<file path="config.mk">
export PLATFORM = sky130hd
export DESIGN_NAME = pmux_arb_flat
export DESIGN_NICKNAME = d
export VERILOG_FILES = /design/src/rtl/pmux_arb_if.sv /design/src/rtl/pmux_arb.sv /design/src/flat_wrapper.sv
export SDC_FILE = /design/constraint.sdc
export NUM_CORES = 1
export LEC_CHECK = 0
export CORE_MARGIN = 3
export CORE_UTILIZATION = 36
export CTS_BUF_LIST = sky130_fd_sc_hd__clkbuf_2 sky130_fd_sc_hd__clkbuf_4 sky130_fd_sc_hd__clkbuf_8
export DETAILED_ROUTE_END_ITERATION = 16
export HOLD_SLACK_MARGIN = 0.1
export PLACE_DENSITY = 0.95
export SLEW_MARGIN = 20
export SYNTH_ARGS = -nofsm -noshare
export SYNTH_HDL_FRONTEND = slang
export SYNTH_SLANG_ARGS = --single-unit
</file>
<file path="constraint.sdc">
create_clock -name clk_i -period 4.1 [get_ports clk_i]
set_input_delay 1.23 -clock clk_i [delete_from_list [all_inputs] [get_ports clk_i]]
set_output_delay 1.23 -clock clk_i [all_outputs]
set_load 0.02 [all_outputs]
</file>
<file path="src/rtl/pmux_arb_if.sv">
`default_nettype none
// ============================================================================
//  Module   : pmux_arb_if
//  Purpose  : Producer/consumer bundle for the pmux_arb arbitrating mux.
//             Carries the per-channel request/data/grant lines and the
//             valid/ready output stage toward the single consumer.
//  Revision : 1.0  initial release
// ============================================================================
interface pmux_arb_if #(
   parameter int WIDTH    = 16,
   parameter int CHANNELS = 8,
   parameter int IDX_W    = $clog2(CHANNELS)
);

   // Producer side: flattened data, channel k at [k*WIDTH +: WIDTH]
   logic [CHANNELS-1:0]       req_i;
   logic [CHANNELS*WIDTH-1:0] data_i;
   logic [CHANNELS-1:0]       grant_o;

   // Consumer side: one-entry registered output stage
   logic                      valid_o;
   logic                      ready_i;
   logic [WIDTH-1:0]          q_o;
   logic [IDX_W-1:0]          idx_o;

   // The arbiter itself takes the slave view
   modport slave (
      input  req_i,
      input  data_i,
      input  ready_i,
      output grant_o,
      output valid_o,
      output q_o,
      output idx_o
   );

   // Whatever drives requests and consumes words takes the master view
   modport master (
      output req_i,
      output data_i,
      output ready_i,
      input  grant_o,
      input  valid_o,
      input  q_o,
      input  idx_o
   );

endinterface
`default_nettype wire

</file>
<file path="src/rtl/pmux_arb.sv">
`default_nettype none
// ============================================================================
//  Module   : pmux_arb
//  Purpose  : Selects one of CHANNELS request/data sources per cycle using
//             fixed-priority (MODE 0) or round-robin (MODE 1) arbitration and
//             registers the winning word into a one-entry valid/ready stage.
//             grant_o is a combinational one-hot pop strobe to the winner.
//  Revision : 1.0  initial release
// ============================================================================
module pmux_arb #(
   parameter int WIDTH    = 16,
   parameter int CHANNELS = 8,
   parameter int IDX_W    = $clog2(CHANNELS),
   parameter int MODE     = 0
) (
   input  logic        clk_i,
   input  logic        rst_i,
   pmux_arb_if.slave   bus
);

   // Channel count and last index at index-compatible widths
   localparam logic [IDX_W:0]   C_CH   = (IDX_W+1)'(CHANNELS);
   localparam logic [IDX_W-1:0] C_LAST = IDX_W'(CHANNELS-1);

   // Output stage and round-robin pointer
   logic              valid_q, valid_d;
   logic [WIDTH-1:0]  q_q,     q_d;
   logic [IDX_W-1:0]  idx_q,   idx_d;
   logic [IDX_W-1:0]  rr_ptr_q, rr_ptr_d;

   // Arbitration results
   logic              load;
   logic [IDX_W-1:0]  win;
   logic [WIDTH-1:0]  win_data;
   logic [CHANNELS-1:0] grant;

   // A word is taken when someone requests and the stage is empty or draining;
   // reset suppresses any grant so no producer pops a word that gets discarded.
   always_comb begin
      load = !rst_i && (|bus.req_i) && (!valid_q || bus.ready_i);
   end

   generate
      if (MODE == 0) begin : g_fixed
         // Fixed priority: scan downward so the lowest set index is left last
         always_comb begin
            win = '0;
            for (int i = CHANNELS-1; i >= 0; i--) begin
               if (bus.req_i[i]) begin
                  win = IDX_W'(i);
               end
            end
         end
      end else begin : g_rr
         logic [IDX_W:0] pos;
         logic           found;

         // Round robin: walk upward from rr_ptr modulo CHANNELS, first hit wins
         always_comb begin
            win   = '0;
            found = 1'b0;
            pos   = '0;
            for (int i = 0; i < CHANNELS; i++) begin
               pos = {1'b0, rr_ptr_q} + (IDX_W+1)'(i);
               if (pos >= C_CH) begin
                  pos = pos - C_CH;
               end
               if (!found && bus.req_i[pos[IDX_W-1:0]]) begin
                  win   = pos[IDX_W-1:0];
                  found = 1'b1;
               end
            end
         end
      end
   endgenerate

   // Decode the winner into the data select and the one-hot pop strobe
   always_comb begin
      win_data = '0;
      grant    = '0;
      for (int k = 0; k < CHANNELS; k++) begin
         if (win == IDX_W'(k)) begin
            win_data = bus.data_i[k*WIDTH +: WIDTH];
            grant[k] = load;
         end
      end
   end

   // Next state of the output stage; the pointer only moves on a grant
   always_comb begin
      valid_d  = valid_q;
      q_d      = q_q;
      idx_d    = idx_q;
      rr_ptr_d = rr_ptr_q;
      if (load) begin
         valid_d = 1'b1;
         q_d     = win_data;
         idx_d   = win;
         if (MODE == 1) begin
            rr_ptr_d = (win == C_LAST) ? '0 : win + IDX_W'(1);
         end
      end else if (valid_q && bus.ready_i) begin
         // Drain with nothing to replace it: data and index keep stale values
         valid_d = 1'b0;
      end
   end

   // State registers with synchronous reset
   always_ff @(posedge clk_i) begin
      if (rst_i) begin
         valid_q  <= 1'b0;
         q_q      <= '0;
         idx_q    <= '0;
         rr_ptr_q <= '0;
      end else begin
         valid_q  <= valid_d;
         q_q      <= q_d;
         idx_q    <= idx_d;
         rr_ptr_q <= rr_ptr_d;
      end
   end

   assign bus.grant_o = grant;
   assign bus.valid_o = valid_q;
   assign bus.q_o     = q_q;
   assign bus.idx_o   = idx_q;

endmodule
`default_nettype wire

</file>
<file path="src/flat_wrapper.sv">
// flat-port wrapper written by rule: the top's interface ports become plain ports
module pmux_arb_flat 
#(
   parameter int WIDTH    = 16,
   parameter int CHANNELS = 8,
   parameter int IDX_W    = $clog2(CHANNELS),
   parameter int MODE     = 0
)
  (clk_i, rst_i, bus_req_i, bus_data_i, bus_ready_i, bus_grant_o, bus_valid_o, bus_q_o, bus_idx_o);
  pmux_arb_if #(.WIDTH(WIDTH), .CHANNELS(CHANNELS), .IDX_W(IDX_W)) bus_i ();
  input  logic clk_i;
  input  logic rst_i;
  input wire logic [$bits(bus_i.req_i)-1:0] bus_req_i;
  input wire logic [$bits(bus_i.data_i)-1:0] bus_data_i;
  input wire logic [$bits(bus_i.ready_i)-1:0] bus_ready_i;
  output wire logic [$bits(bus_i.grant_o)-1:0] bus_grant_o;
  output wire logic [$bits(bus_i.valid_o)-1:0] bus_valid_o;
  output wire logic [$bits(bus_i.q_o)-1:0] bus_q_o;
  output wire logic [$bits(bus_i.idx_o)-1:0] bus_idx_o;
  assign bus_i.req_i = bus_req_i;
  assign bus_i.data_i = bus_data_i;
  assign bus_i.ready_i = bus_ready_i;
  assign bus_grant_o = bus_i.grant_o;
  assign bus_valid_o = bus_i.valid_o;
  assign bus_q_o = bus_i.q_o;
  assign bus_idx_o = bus_i.idx_o;
  pmux_arb #(.WIDTH(WIDTH), .CHANNELS(CHANNELS), .IDX_W(IDX_W), .MODE(MODE)) u_core (.clk_i(clk_i), .rst_i(rst_i), .bus(bus_i));
endmodule
</file>
==> flow_summary.toml, run 1 <==
[outcome]
status = "finished, violations left"
violations = "negative setup slack"

[cts]
clockRootBuffer = "clkbuf_8"
numCtsBuffers = 3
cts_tree = "built"
cts.clk_slew.worst_paths_ns = 0.08
ctsLongestPathBuffers = 2
cts_sinks = 20
clkLatencyLatePin_ns = 0.27
htree_levels = 1

[drt]
via_per_inst = 6.055
via_count = 3215
drc_errors = 0
wl_um = 10270
dr.pass1.iters = 5
detail-route-antenna-nets = 0
drt_iter0_drc = 320
wl_per_cell_um = 19.33

[pwr]
clkPwrFrac_pct = 18.4
p_leak_uw = 0.001587
pwr-share-comb_pct = 51.5
p_int_uw = 497.3
p_total_uw = 728.7
p_sw_uw = 231.4
ir_drop_uv = 126.2
p_per_area_mw_per_mm2 = 177.4
seqPwrFrac_pct = 30.1
switching_share_pct = 31.75

[cells_and_area]
drive_gt1_share_pct = 16.05
final_area_mm2 = 0.004106
final_cells = 531
areaGrowthSynthToFinish_pct = 107.3
antennaDiodeCount = 0
multiInputGateArea_mm2 = 0.001488
nFillCells = 365
fin_nets = 602
seqCellArea_um2 = 400.4

[timing]
hold_viol = 0
fin_crit_sh_pct = 100.1
maxSlewHeadroom_pct = 54.88
worstMarginPinSlew_ns = 0.6706
min_period_ns = 4.103
slew_violations = 0
setup_viol = 1
holdWs_ns = 0.5039
fin_ws_ns = -0.003476
rsz0062_at_grt = "yes"
max_freq_ghz = 0.2437
finalClockSkew_ns = 0.01331

[synthesis]
syn_inst = 263
yosys_warnings = 0
synth_async_sr_flop_share_pct = 0
synth-edff-count = 0
synthDistinctLibCells = 46
synth_ff_type = "dfxtp_1"
ys_ff_latch = 20
syn_avg_cell_area_um2 = 7.531
synth.net_count = 402
seq_area_frac_synth_pct = 20.21
mappedNetlistArea_mm2 = 0.001981

[die]
die-area_mm2 = 0.006428
die-width_um = 80.18
die_h_um = 80.18
initial_core_util_pct = 38.05
row_count = 26
io_pins = 167
core_mm2 = 0.005205

[grt]
grt_pass1_vias = 3123
antenna_found_initial = 0
gr-total-overflow = 0
grt_pass1_wl_um = 15260
grt_use_met3_pct = 8.744
use_met1_pct = 35.67
globalRouteMet2Util_pct = 49.25
grt_max_degree = 26
grt-busiest-layer = "met2"
grt_usage_pct = 29.97

[worst_setup_path]
cp_max_fo = 11
startpoint_type = "input pin"
required_ns = 2.87
end_kind = "output port"
arrival_ns = 2.87
path_class = "in2out"

[place]
dp.cells = 525
dpl_cell_area_mm2 = 0.003999
gp_congestion = 1.073
dp_slack_ns = -0.5359
port_buffers = 166
dp_hpwl_um = 8342

[run]
cap_viol_max_count = 0

[worst_hold_path]
hold_class = "reg2reg"
per-stage QoR:
stage	TNS, ns	util, %
floorplan	0	-
global placement	-2.516	76.83
detailed placement	-2.739	76.83
CTS	0	78.53
global route	-0.06451	78.89
finish	-0.003476	78.89
synth_stat cells (all sizes together) (3+ instances only):
cell type / n / area share [%]
o221ai: 33 / 15
o21ai: 22 / 5.6
dfxtp: 20 / 20
a21oi: 19 / 4.8
clkbuf: 18 / 3.4
nand2b: 16 / 5.1
and3: 15 / 4.7
a21boi: 13 / 4.9
a31oi: 12 / 3.8
nor2: 12 / 2.3
nand2: 10 / 1.9
inv: 7 / 1.3
buf: 6 / 2.0
nor3: 6 / 1.5
a221oi: 5 / 2.2
nor4: 5 / 3.4
a211oi: 4 / 1.5
a221o: 4 / 2.0
nor2b: 4 / 1.3
a22o: 3 / 1.3
a32oi: 3 / 1.3
or2: 3 / 0.95
layout by cell type (no fill, tap or decap), types with 3 or more instances in the layout:
| master | Yosys | final |
|---|---|---|
| clkdlybuf4s50_1 | 0 | 154 |
| buf_4 | 1 | 51 |
| o221ai_1 | 33 | 33 |
| o21ai_0 | 21 | 20 |
| dfxtp_1 | 20 | 20 |
| a21oi_1 | 19 | 19 |
| nand2b_1 | 16 | 16 |
| and3_1 | 15 | 15 |
| a21boi_0 | 13 | 13 |
| a31oi_1 | 12 | 12 |
| nor2_1 | 12 | 11 |
| nand2_1 | 10 | 10 |
| inv_1 | 7 | 7 |
| dlygate4sd2_1 | 0 | 6 |
| nor3_1 | 6 | 5 |
| a221oi_1 | 5 | 5 |
| buf_6 | 1 | 5 |
| a211oi_1 | 4 | 4 |
| a221o_1 | 4 | 4 |
| nor4_4 | 2 | 3 |
| nor2b_1 | 4 | 3 |
| a22o_1 | 3 | 3 |
| a32oi_1 | 3 | 3 |
| clkbuf_8 | 0 | 3 |
per-layer routing:
layer	wire [um]	share of wire, %
met1	3803	37
met2	4902	48
met3	1104	11
met4	455	4.4
met5	0	0
path summary, 6_finish.rpt:
| check | startpoint | to | slack [ns] | cells past startpoint |
|---|---|---|---|---|
| worst max-delay path | bus_req_i[1] | bus_grant_o[6] | -0.003 | 7 |
| worst max register to register | u_core.bus.valid_o$_SDFFE_PP0P_ | u_core.bus.q_o[5]$_SDFFE_PP0P_ | 2.26 | 9 |
| worst min-delay path | u_core.bus.idx_o[1]$_SDFFE_PP0P_ | u_core.bus.idx_o[1]$_SDFFE_PP0P_ | 0.50 | 1 |
| worst min register to register | u_core.bus.idx_o[1]$_SDFFE_PP0P_ | u_core.bus.idx_o[1]$_SDFFE_PP0P_ | 0.50 | 1 |
area by class of cell:
class / count / area share, %
timing repair buffer: 219 / 50.24
multi-input combinational: 212 / 36.23
sequential: 20 / 9.750
tap: 70 / 2.133
clock buffer: 3 / 1.005
inverter: 7 / 0.6399
sequential cells by signal, summed over array words and instances, names as in the netlist:
register	count
u_core.bus.idx_o	3
u_core.bus.q_o	16
u_core.bus.valid_o	1
critical path: stages:
cell,delay [ns]
clkdlybuf4s50_1,0.43
buf_6,0.16
or2_2,0.33
nor4_4,0.25
nand4_1,0.19
inv_1,0.13
buf_4,0.15
what timing repair did:
item	4_1_cts	5_1_grt
cloned	0	0
pin swaps	6	2
resized for setup	36	6
hold endpoints to repair	0	0
buffers inserted	2	1
setup endpoints to repair	8	6
hold buffers	0	0
logic make-up (layout without fill, tap and decap cells):
group                  count (synthesis)  count (layout)  synth area share [%]
flip-flops                            20              20                 20.21
AO/OA/AOI/OAI                        131             131                 48.39
AND/OR/NAND/NOR                       81              81                 24.70
buffers and inverters                 31             229                 6.696
power by group through the flow:
stage	combinational [uW]	sequential, uW	clock (uW)
floorplan	114	241	0
global placement	355	223	0
detailed placement	364	223	0
CTS	368	219	132
global route	396	221	142
finish	375	219	134
Power figures use the tool's default switching activity.
==> inputs of run 2 (changes only) <==
Settings changed: CTS_BUF_LIST sky130_fd_sc_hd__clkbuf_2 sky130_fd_sc_hd__clkbuf_4 sky130_fd_sc_hd__clkbuf_8 to sky130_fd_sc_hd__clkbuf_2, PLACE_DENSITY 0.95 to 0.86.
==> flow_summary.toml, run 2 (synthesized netlist as in run 1, its figures left out) <==
[outcome]
status = "complete, no violations"

[grt]
grt_pass1_wl_um = 15860
grt_max_degree = 26
grt_pass1_vias = 3062
grt_usage_pct = 31.72
antenna_found_initial = 0
gr-total-overflow = 0

[die]
die-area_mm2 = 0.006428
die_h_um = 80.18
io_pins = 167
row_count = 26
core_mm2 = 0.005205
initial_core_util_pct = 38.05
die-width_um = 80.18

[place]
dp_hpwl_um = 8275
port_buffers = 166
gp_congestion = 0.9846
dp_slack_ns = -0.5653
dpl_cell_area_mm2 = 0.003991
dp.cells = 524

[worst_setup_path]
r2r_cells = 17
crit_chain = "dlygate4sd2_1 > or4_4 > buf_4 > nor3_2 > nand2_1 > nor3_1 > buf_2"
required_ns = 2.87
path_class = "in2out"
rrSetupSlack_ns = 1.23
cp_slowest_stage_delay_ns = 0.56
end_kind = "output port"
startpoint_type = "input pin"
cp_max_fo = 2
slowest_stage = "or4_4"
arrival_ns = 2.84

[drt]
dr_wl_met3_um = 813
wl_per_cell_um = 19.84
via_count = 3177
dr.pass1.iters = 5
met2_wirelength_um = 5232
drt_iter0_drc = 292
wl_um = 10710
highest_layer = "met4"
drc_errors = 0
detail-route-antenna-nets = 0
via_per_inst = 5.883
wirelength_met1_um = 4395

[cells_and_area]
areaGrowthSynthToFinish_pct = 112.7
drive_gt1_share_pct = 19.36
final_cell_mix = "clkdlybuf4s50_1, buf_4, o221ai_1, o21ai_0, dfxtp_1"
final_cells = 540
fin_nets = 610
final_area_mm2 = 0.004213
final_common_cell = "clkdlybuf4s50_1"
antennaDiodeCount = 0
largest_reg_flops = 16

[timing]
min_period_ns = 4.071
hold_viol = 0
fin_ws_ns = 0.02918
finalClockSkew_ns = 0.01594
setup_viol = 0
max_freq_ghz = 0.2457
rsz0062_at_grt = "no"
slew_violations = 0
maxSlewHeadroom_pct = 53.42
worstMarginPinSlew_ns = 0.6986
fin_crit_sh_pct = 99.29

[cts]
cts.clk_slew.worst_paths_ns = 0.25
cts_tree = "built"
htree_levels = 1
clockRootBuffer = "clkbuf_2"
clkLatencyLatePin_ns = 0.37
numCtsBuffers = 3
cts_sinks = 20
ctsLongestPathBuffers = 2

[pwr]
p_total_uw = 704.1
p_leak_uw = 0.001607
p_per_area_mw_per_mm2 = 167.1
ir_drop_uv = 106.6

[run]
cap_viol_max_count = 0

[worst_hold_path]
whs_path_depth = 1
hold_class = "reg2reg"
==> run 2: cell count changes in the layout (fill, tap and decap cells not counted), sizes merged <==
cell / previous run / this run
dlygate4sd2: 6 / 7
clkinv: 0 / 1
dlymetal6s2s: 2 / 1
buf: 57 / 65
==> run 2: timing repair <==
action / in CTS / in global routing
pin swaps: 3 / 2
hold endpoints to repair: 0 / 0
resized for setup: 30 / 19
cloned: 0 / 0
hold buffers: 0 / 0
setup buffers: 13 / 0
endpoints found under the setup margin: 8 / 14
==> run 2: layout make-up <==
cell class / instances / area (um^2)
clock inverter: 1 / 3.754
inverter: 7 / 26.28
fill: 364 / 992.2
sequential: 20 / 400.4
clock buffer: 3 / 15.01
tap: 70 / 87.58
timing repair buffer: 227 / 2111
multi-input combinational: 212 / 1569
==> run 2: critical path: cells and delay by family <==
family	cells	cell delay [ns]
AND/OR/NAND/NOR	4	1.01
buffers and inverters	3	0.60
==> run 2: report_power, final <==
| group | switching, uW | internal (uW) | leakage [uW] | total (uW) |
|---|---|---|---|---|
| Combinational | 157 | 225 | 0.00143 | 381 |
| Clock | 78.6 | 21.2 | 0.0000140 | 99.8 |
| Sequential | 12.4 | 211 | 0.000165 | 223 |
==> run 2: worst paths after layout <==
kind                                                        from                          endpoint
worst max-delay path                                bus_req_i[3]                    bus_grant_o[5]
worst min register to register  u_core.bus.idx_o[0]$_SDFFE_PP0P_  u_core.bus.idx_o[0]$_SDFFE_PP0P_
worst max register to register   u_core.bus.valid_o$_SDFFE_PP0P_    u_core.bus.q_o[0]$_SDFFE_PP0P_
worst min-delay path            u_core.bus.idx_o[0]$_SDFFE_PP0P_  u_core.bus.idx_o[0]$_SDFFE_PP0P_
==> run 2: layer usage <==
layer	GRT usage [%]	vias to the layer above
li1	-	1482
met1	42.06	1493
met2	52.48	179
met3	4.148	23
met4	10.81	0
met5	0	-
==> run 2: stage by stage <==
step / hold WS [ns] / TNS (ns) / utilization, %
detailed placement: 0.4901 / -2.553 / 76.68
floorplan: 0.5866 / 0 / -
CTS: 0.5440 / 0 / 79.09
global placement: 0.4847 / -2.328 / 76.68
global route: 0.5736 / 0 / 80.94
finish: 0.5473 / 0 / 80.94
